**config.mk**
```make
export PLATFORM = sky130hd
export DESIGN_NAME = uart_bus_master
export DESIGN_NICKNAME = d
export VERILOG_FILES = /design/src/rtl/uart_bus_master.sv
export SDC_FILE = /design/constraint.sdc
export NUM_CORES = 1
export LEC_CHECK = 0
export CELL_PAD_IN_SITES_DETAIL_PLACEMENT = 1
export CELL_PAD_IN_SITES_GLOBAL_PLACEMENT = 1
export CORE_UTILIZATION = 40
export DETAILED_ROUTE_END_ITERATION = 12
export PLACE_DENSITY = 0.78
export REMOVE_ABC_BUFFERS = 1
export SLEW_MARGIN = 25
export SYNTH_ARGS = -nofsm -noshare
export SYNTH_HDL_FRONTEND = slang
export SYNTH_SLANG_ARGS = --single-unit
export TNS_END_PERCENT = 50
```
**constraint.sdc**
```tcl
create_clock -name clk -period 2.55 [get_ports clk]
set_clock_uncertainty 0.05 [all_clocks]
set_input_delay 0.765 -clock clk [delete_from_list [all_inputs] [get_ports clk]]
set_output_delay 0.765 -clock clk [all_outputs]
set_load 0.03 [all_outputs]
```
**src/rtl/uart_bus_master.sv**
```systemverilog
// uart_bus_master: 8N1 UART command parser driving a single-master req/ack bus.
// Commands: 'W' addr_hi addr_lo data -> write, reply ACK; 'R' addr_hi addr_lo -> read,
// reply with the read byte; anything else -> reply NAK.
module uart_bus_master #(
  parameter int unsigned BIT_CLKS     = 9236,
  parameter int unsigned TIMEOUT_CLKS = 20 * BIT_CLKS
) (
  input  logic        clk,
  input  logic        reset,
  input  logic        i_UART_TX,
  output logic        o_UART_RX,
  output logic [15:0] o_addr,
  output logic [7:0]  o_wdata,
  output logic        o_RW,
  output logic        o_req,
  input  logic        i_ack,
  input  logic [7:0]  i_rdata,
  output logic        o_busy
);

  localparam int unsigned CntW = $clog2(BIT_CLKS);
  localparam int unsigned ToW  = $clog2(TIMEOUT_CLKS);
  localparam logic [CntW-1:0] BitLast  = CntW'(BIT_CLKS - 1);
  localparam logic [CntW-1:0] HalfLast = CntW'(BIT_CLKS / 2 - 1);
  localparam logic [ToW-1:0]  ToLast   = ToW'(TIMEOUT_CLKS - 1);
  localparam logic [7:0] CmdWrite = 8'h57;
  localparam logic [7:0] CmdRead  = 8'h52;
  localparam logic [7:0] RespAck  = 8'h06;
  localparam logic [7:0] RespNak  = 8'h15;

  // ---------------------------------------------------------------- receiver
  logic rx_meta_q, rx_sync_q, rx_prev_q;

  // Two-flop synchronizer plus one delayed copy for falling-edge detection.
  always_ff @(posedge clk or negedge reset) begin
    if (!reset) {rx_meta_q, rx_sync_q, rx_prev_q} <= 3'b111;
    else        {rx_meta_q, rx_sync_q, rx_prev_q} <= {i_UART_TX, rx_meta_q, rx_sync_q};
  end

  typedef enum logic [2:0] {RxIdle, RxStart, RxData, RxStop, RxWaitHigh} rx_state_e;
  rx_state_e       rx_state_q, rx_state_d;
  logic [CntW-1:0] rx_cnt_q, rx_cnt_d;
  logic [2:0]      rx_bit_q, rx_bit_d;
  logic [7:0]      rx_shift_q, rx_shift_d;
  logic            rx_valid_q, rx_valid_d;

  // Receiver state and datapath registers.
  always_ff @(posedge clk or negedge reset) begin
    if (!reset) begin
      rx_state_q <= RxIdle;
      rx_cnt_q   <= '0;
      rx_bit_q   <= '0;
      rx_shift_q <= '0;
      rx_valid_q <= 1'b0;
    end else begin
      rx_state_q <= rx_state_d;
      rx_cnt_q   <= rx_cnt_d;
      rx_bit_q   <= rx_bit_d;
      rx_shift_q <= rx_shift_d;
      rx_valid_q <= rx_valid_d;
    end
  end

  // Receiver sequencing: midpoint sampling, glitch abort, framing-error lockout.
  always_comb begin
    rx_state_d = rx_state_q;
    rx_cnt_d   = rx_cnt_q + 1'b1;
    rx_bit_d   = rx_bit_q;
    rx_shift_d = rx_shift_q;
    rx_valid_d = 1'b0;
    unique case (rx_state_q)
      RxIdle: begin
        rx_cnt_d = '0;
        if (rx_prev_q && !rx_sync_q) rx_state_d = RxStart;
      end
      RxStart: if (rx_cnt_q == HalfLast) begin
        rx_cnt_d   = '0;
        rx_bit_d   = '0;
        rx_state_d = rx_sync_q ? RxIdle : RxData;
      end
      RxData: if (rx_cnt_q == BitLast) begin
        rx_cnt_d   = '0;
        rx_shift_d = {rx_sync_q, rx_shift_q[7:1]};
        rx_bit_d   = rx_bit_q + 1'b1;
        if (rx_bit_q == 3'd7) rx_state_d = RxStop;
      end
      RxStop: if (rx_cnt_q == BitLast) begin
        rx_cnt_d   = '0;
        rx_valid_d = rx_sync_q;
        rx_state_d = rx_sync_q ? RxIdle : RxWaitHigh;
      end
      RxWaitHigh: begin
        rx_cnt_d = '0;
        if (rx_sync_q) rx_state_d = RxIdle;
      end
      default: rx_state_d = RxIdle;
    endcase
  end

  logic [7:0] rx_byte;
  assign rx_byte = rx_shift_q;

  // ------------------------------------------------------------- transmitter
  logic            tx_start, tx_busy_q, tx_done;
  logic [9:0]      tx_shift_q;
  logic [CntW-1:0] tx_cnt_q;
  logic [3:0]      tx_bit_q;
  logic [7:0]      resp_q;

  assign tx_done   = tx_busy_q && (tx_cnt_q == BitLast) && (tx_bit_q == 4'd9);
  assign o_UART_RX = tx_shift_q[0];

  // Frame shifter; ones shift in behind the stop bit so the line idles high.
  always_ff @(posedge clk or negedge reset) begin
    if (!reset) begin
      tx_busy_q  <= 1'b0;
      tx_shift_q <= '1;
      tx_cnt_q   <= '0;
      tx_bit_q   <= '0;
    end else if (!tx_busy_q) begin
      if (tx_start) begin
        tx_busy_q  <= 1'b1;
        tx_shift_q <= {1'b1, resp_q, 1'b0};
        tx_cnt_q   <= '0;
        tx_bit_q   <= '0;
      end
    end else if (tx_cnt_q == BitLast) begin
      tx_cnt_q   <= '0;
      tx_shift_q <= {1'b1, tx_shift_q[9:1]};
      tx_bit_q   <= tx_bit_q + 1'b1;
      if (tx_bit_q == 4'd9) tx_busy_q <= 1'b0;
    end else begin
      tx_cnt_q <= tx_cnt_q + 1'b1;
    end
  end

  // ------------------------------------------------------------------ parser
  typedef enum logic [2:0] {PIdle, PAh, PAl, PData, PBus, PResp} p_state_e;
  p_state_e       p_state_q, p_state_d;
  logic [ToW-1:0] to_cnt_q;
  logic           resp_loaded_q;
  logic           in_cmd, timed_out;

  assign in_cmd    = (p_state_q == PAh) || (p_state_q == PAl) || (p_state_q == PData);
  assign timed_out = (to_cnt_q == ToLast);

  // Parser state register.
  always_ff @(posedge clk or negedge reset) begin
    if (!reset) p_state_q <= PIdle;
    else        p_state_q <= p_state_d;
  end

  // Parser next state; a valid byte always wins over a same-cycle timeout.
  always_comb begin
    p_state_d = p_state_q;
    unique case (p_state_q)
      PIdle: if (rx_valid_q) begin
        p_state_d = (rx_byte == CmdWrite || rx_byte == CmdRead) ? PAh : PResp;
      end
      PAh:   if (rx_valid_q) p_state_d = PAl;
             else if (timed_out) p_state_d = PIdle;
      PAl:   if (rx_valid_q) p_state_d = o_RW ? PBus : PData;
             else if (timed_out) p_state_d = PIdle;
      PData: if (rx_valid_q) p_state_d = PBus;
             else if (timed_out) p_state_d = PIdle;
      PBus:  if (i_ack) p_state_d = PResp;
      PResp: if (tx_done) p_state_d = PIdle;
      default: p_state_d = PIdle;
    endcase
  end

  // Parser outputs.
  always_comb begin
    o_busy   = (p_state_q != PIdle);
    o_req    = (p_state_q == PBus);
    tx_start = (p_state_q == PResp) && !resp_loaded_q;
  end

  // Command fields, response byte, inter-byte timeout.
  always_ff @(posedge clk or negedge reset) begin
    if (!reset) begin
      o_addr        <= '0;
      o_wdata       <= '0;
      o_RW          <= 1'b1;
      resp_q        <= '0;
      resp_loaded_q <= 1'b0;
      to_cnt_q      <= '0;
    end else begin
      resp_loaded_q <= (p_state_q == PResp) && (p_state_d == PResp);
      to_cnt_q      <= (in_cmd && !rx_valid_q) ? to_cnt_q + 1'b1 : '0;
      if (rx_valid_q) begin
        case (p_state_q)
          PIdle: begin
            if (rx_byte == CmdWrite)     o_RW <= 1'b0;
            else if (rx_byte == CmdRead) o_RW <= 1'b1;
            else                         resp_q <= RespNak;
          end
          PAh:     o_addr[15:8] <= rx_byte;
          PAl:     o_addr[7:0]  <= rx_byte;
          PData:   o_wdata      <= rx_byte;
          default: ;
        endcase
      end
      if (p_state_q == PBus && i_ack) resp_q <= o_RW ? i_rdata : RespAck;
    end
  end

endmodule

```
-- Word-level counts from Yosys, hierarchy flattened
Cells that the tools add are included.
- multiplexer cells: 49
- $add $sub $neg: 5
- reduce and logical (&&, ||, !) cells: 32
- equality and inequality tests: 27
- operators by type and width (kind ; number):
    two-way mux 14 bit ; 5
    two-way mux 3 bit ; 18
    two-way mux 8 bit ; 6
    case mux 14 bit (3 select lines) ; 1
    two-way mux 10 bit ; 3
    adder 14 x 1 -> 14 bit, second input constant ; 2
    equality test 14 bit, second input constant ; 2
    adder 18 x 1 -> 18 bit, second input constant ; 1
    equality test 18 bit, second input constant ; 1
    two-way mux 18 bit ; 1
    case mux 3 bit (6 select lines) ; 1
    equality test 8 x 7 -> 1 bit, second input constant ; 2
    equality test 3 bit, second input constant ; 5
    case mux 3 bit (5 select lines) ; 1
    equality test 14 x 13 -> 1 bit, second input constant ; 1
    equality test 3 x 2 -> 1 bit, second input constant ; 4
    two-way mux 4 bit ; 3
    != test 2 bit, second input constant ; 6
    AND reduction 2 bit ; 5
    nonzero test 2 bit ; 5
    two-way mux 1 bit ; 8
    logical AND 1 bit ; 7
    equality test 3 x 1 -> 1 bit, second input constant ; 2
    logical NOT 3 bit ; 2
    13 further kinds ; 21
- logic and storage cells: 133
- flip-flop bits (word level): 116
- output and inout bits: 28
- input bits: 12

-- Logic depth before layout (Yosys ltp)
- depth after elaboration: 7
- gate-level depth with buffers: 7
- depth with buffers taken out: 6

-- Worst setup path before layout
Ideal clock, no wire load.
- path kind: flip-flop to output port
- from: reg p_state_q[1]
- to: out o_req
- data required time: 1735 ps
- slack: 329 ps
- arrival time: 1406 ps
- stages on the path, launching flop included: 3
- buffers on the path: 1
- path through: dfrtp_1 -> clkbuf_1 -> nor3b_1
- word-level cells in the longest chain between the ends: 1
- RTL lines (element ; line ; source):
    start: declaration ; 139 ; p_state_e p_state_q, p_state_d;
    start signal: assignment ; 149 ; if (!reset) p_state_q <= PIdle;
    start signal: assignment ; 150 ; else p_state_q <= p_state_d;
    equality test 3 bit ; 175 ; o_req = (p_state_q == PBus);
    end: declaration ; 15 ; output logic o_req,
Every way passes these cells.

-- Worst setup path in the final report
- from: reg tx_shift_q[0]
- to: out o_UART_RX
- RTL lines (element ; line ; source):
    start: declaration ; 105 ; logic [9:0] tx_shift_q;
    start signal: assignment ; 123 ; tx_shift_q <= {1'b1, resp_q, 1'b0};
    start signal: assignment ; 129 ; tx_shift_q <= {1'b1, tx_shift_q[9:1]};
    end: declaration ; 11 ; output logic o_UART_RX,
No word-level cell between the ends.

==> results by stage <==
Global route:
- The number of antenna violations at the first check in global routing is 0.
- The pin count of the biggest net entering global routing is 61.
- For this run, the total global-route usage over all layers was measured as 20.0%.
- The via count of the first global-routing pass came to between 4000 and 5000.
- The wire length of the first global-routing pass is 21.9 mm.
- Summed over all layers, the global routing overflow is 0.

Clock network:
- The clock latency reported for the late side of the worst-skew pair is about 0.42 ns.
- TritonCTS built the clock tree.
- The clock transition at the register clock pins on the worst setup and hold paths after CTS is approximately 0.06 ns.
- The maximum level of the CTS H-tree is 4.
- The number of setup buffers added after CTS is 0.
- The post-CTS resize count is 3.
- The number of clock sinks is 115.
- The number of buffers added by the clock tree synthesis step is 17.
- The maximum count of clock buffers along a single path is 2.
- CTS placed an instance of clkbuf_16 at the clock tree root.
- The number of hold buffers added after CTS was 0.

STA:
- The worst-margin pin slew is 0.787 ns.
- The worst slew margin relative to its limit is 47.4%.
- The worst path uses 94.9% of the clock period.
- Setup violations remaining at the end of the flow were counted as 0.
- Across all hold checks on the routed design, the worst slack comes to 0.215 ns.
- Setup repair after global routing left no endpoint under its margin.
- After routing, the total negative slack on setup checks comes to 0 ns.
- Once routing completed, OpenROAD measured the worst setup slack at 0.131 ns.
- The number of hold violations in the final report is 0.
- Subtracting the final worst setup slack from the clock period gives 2.42 ns.
- The upper clock frequency limit is 413 MHz.
- The max-slew violation count is 0.

Critical path:
- The largest single stage delay on the critical path is 0.66 ns.
- The launching element type of the critical path is a flip-flop.
- The arrival time of the worst setup path is 1.60 ns.
- The library cell contributing the largest single delay on the critical path is clkdlybuf4s50_1.
- The critical path class is reg2out.
- Broken down by cell family, the worst path's largest delay share belongs to buffers and inverters.
- The worst reg2reg path endpoint is resp_q[1].
- The endpoint type of the worst setup path is a primary output.
- The logic depth of the worst register-to-register path is 5.
- The startpoint identified for the worst register-to-register timing path is p_state_q[0].
- The highest fanout seen on the critical path is 2.
- The worst register-to-register path has a setup slack of 0.35 ns.
- In this run the worst setup path begins at tx_shift_q[0].
- For the worst setup path, the data required time is approximately 1.7 ns.
- The signal on the critical path passes through clkdlybuf4s50_1.
- The count of buffering cells on the critical path with inverters included is 1.

Finish:
- The area growth from synthesis to layout is 23.9%.
- The fraction of the core area covered by cells at the end of the flow is 50.8%.
- The net count of the finished layout is 567.
- The proportion of layout cells with a drive suffix above 1 is 20.9%.
- Leaving out fill and tap cells, the most frequent cells in the layout are dfrtp_1, nor2_1, mux2_2, clkdlybuf4s50_1, nand2_1.
- The most frequent standard cell in the layout excluding fill and tap cells is dfrtp_1.
- 0 antenna diodes ended up in the layout.

Floorplanning:
- The full die area is 14100 um2.
- The die outline height is 119 um.
- The area inside the core boundary is 13200 um2.
- The initial utilization of the core area, before any placement, comes to 41.0%.
- The floorplan has between 40 and 50 rows.
- The chip width is 119 um.
- The number of primary I/O pins is 40.

Place:
- Detailed placement ended at an HPWL of 8.76 mm.
- The congestion estimate from routability-driven global placement came to 0.791.
- The worst setup timing slack at the placement stage is 0.345 ns.
- The number of buffers inserted by port buffering is 39.

Detailed routing:
- In the final routed layout, each cell accounts on average for approximately 17 um.
- After detailed routing, the total wire length is 12.9 mm.
- After detailed routing, the number of vias per cell comes to roughly 5.5.
- The number of violations reported at the end of detailed-routing iteration 0 is 159.
- Summing over every cut layer, the via total after detailed routing is 4034.
- The post-route DRC violation count is 0.
- The first TritonRoute pass finished after 4 iterations.
- The count of nets left with antenna violations after detail routing is 0.

Power and ir drop:
- Summed over all cells, the static leakage comes to 3.00 nW.
- Overall power consumption after layout is estimated at slightly below 0.005 W.
- The power density over the cells is 717 nW/um2.
- VDD sags by at most 0.588 mV.

Yosys:
- The leading register cell type out of synthesis is dfrtp_1.
- The fraction of registers with async set/reset is 100%.
- The simple-gate share of the synthesized area is 18.6%.
- After technology mapping, the gate count stands at 492.
- The adder-cell area share of the yosys netlist is 1.84%.
- After synthesis, the largest family of logic cells by area is simple AND/OR/NAND/NOR gates.
- The synthesized netlist devotes roughly a tenth of its cell area to compound gates.
- The mean instance size in the synthesized netlist is around 11 um2.
- After synthesis, flip-flops and latches occupy 53.3% of the total area.
- After synthesis the netlist holds a flip-flop and latch count of 115.
- In this run the cell area of the synthesized design comes to 5430 um2.
- Multiplexer cells account for under 10% of the synthesized area.
- The count of synthesis-stage warnings from yosys is 0.
- The number of synthesized flops with an enable pin is 0.
- The post-synthesis cell type count is a little under 60.
- After Yosys synthesis, XOR and XNOR cells account for 4.19% of the synthesized area.

Run:
- The number of max-capacitance violations reported is 0.

Outcome:
- The run finished with clean final reports.

Hold path:
- The worst hold path belongs to the class in2async.
-- power by group --
group	switching, W	leakage, nW	total [W]	internal [W]
sequential	0.0000750	1.52	0.00195	0.00188
combinational	0.000176	1.18	0.000279	0.000103
clock	0.000861	0.303	0.00259	0.00173
-- flip-flops by register name (all words and copies together) (netlist names), 3 cells and up --
signal / flops
o_wdata: 8
tx_bit_q: 4
p_state_q: 3
to_cnt_q: 18
o_addr: 16
rx_cnt_q: 14
rx_bit_q: 3
rx_state_q: 3
resp_q: 8
tx_cnt_q: 14
rx_byte: 8
tx_shift_q: 9
-- cell usage after synthesis (all sizes together) (4+ instances only) --
master	count	area, um2
dfrtp	102	2550
nor2	45	169
mux2	44	495
nand2	28	105
o21ai	24	120
nand3	20	105
inv	16	60.1
xor2	16	140
a21oi	15	75.1
clkbuf	14	52.6
a22o	13	114
dfstp	13	342
nand4	12	81.3
xnor2	10	87.6
ha	8	100
nor3	8	40.0
nor4	8	56.3
or3	8	53.8
nor2b	7	43.8
or4	7	52.6
nand2b	6	37.5
a31oi	5	31.3
and3	5	32.5
and4	5	45.0
and2	4	25.0
nor3b	4	35.0
nor4bb	4	40.0
-- cells by family after synthesis --
| family | count (synthesis) |
|---|---|
| and+or+nand+nor | 182 |
| DFF | 115 |
| AOI/OAI and AO/OA | 84 |
| muxes | 44 |
| buffers and inverters | 33 |
| xor gates and xnor gates | 26 |
| adders and majority gates | 8 |
-- cell type report --
type / count / area [um2]
fill: 1414 / 6510
sequential: 115 / 2890
multi-input combinational: 344 / 2410
timing repair buffer: 53 / 502
clock buffer: 19 / 433
tap: 176 / 220
clock inverter: 13 / 209
inverter: 16 / 60.1
-- stage by stage --
stage / instance area [um2] / std cells
final: 6730 / 736
after global routing: 6730 / 736
after CTS: 6730 / 736
after detailed placement: 6090 / 704
after global placement: 6090 / 704
after floorplan: 5370 / 475
-- how the worst max path moves through the flow --
| stage | to | cells past startpoint |
|---|---|---|
| 5_1_grt | o_UART_RX | 1 |
| 4_1_cts | o_UART_RX | 1 |
| 3_3_place_gp | o_req | 2 |
| 3_5_place_dp | resp_q[1] | 5 |
| 2_1_floorplan | tx_shift_q[1] | 5 |
| 6_report | o_UART_RX | 1 |
-- per-layer routing --
| metal | wire length, um | part of all wire [%] | track usage, % |
|---|---|---|---|
| met5 | 0 | 0 | 0 |
| met1 | 5730 | 45 | 24.2 |
| met4 | 138 | 1.1 | 6.49 |
| met2 | 6630 | 52 | 34.1 |
| met3 | 351 | 2.7 | 5.74 |
No activity file was read; power rests on OpenSTA's default activity.
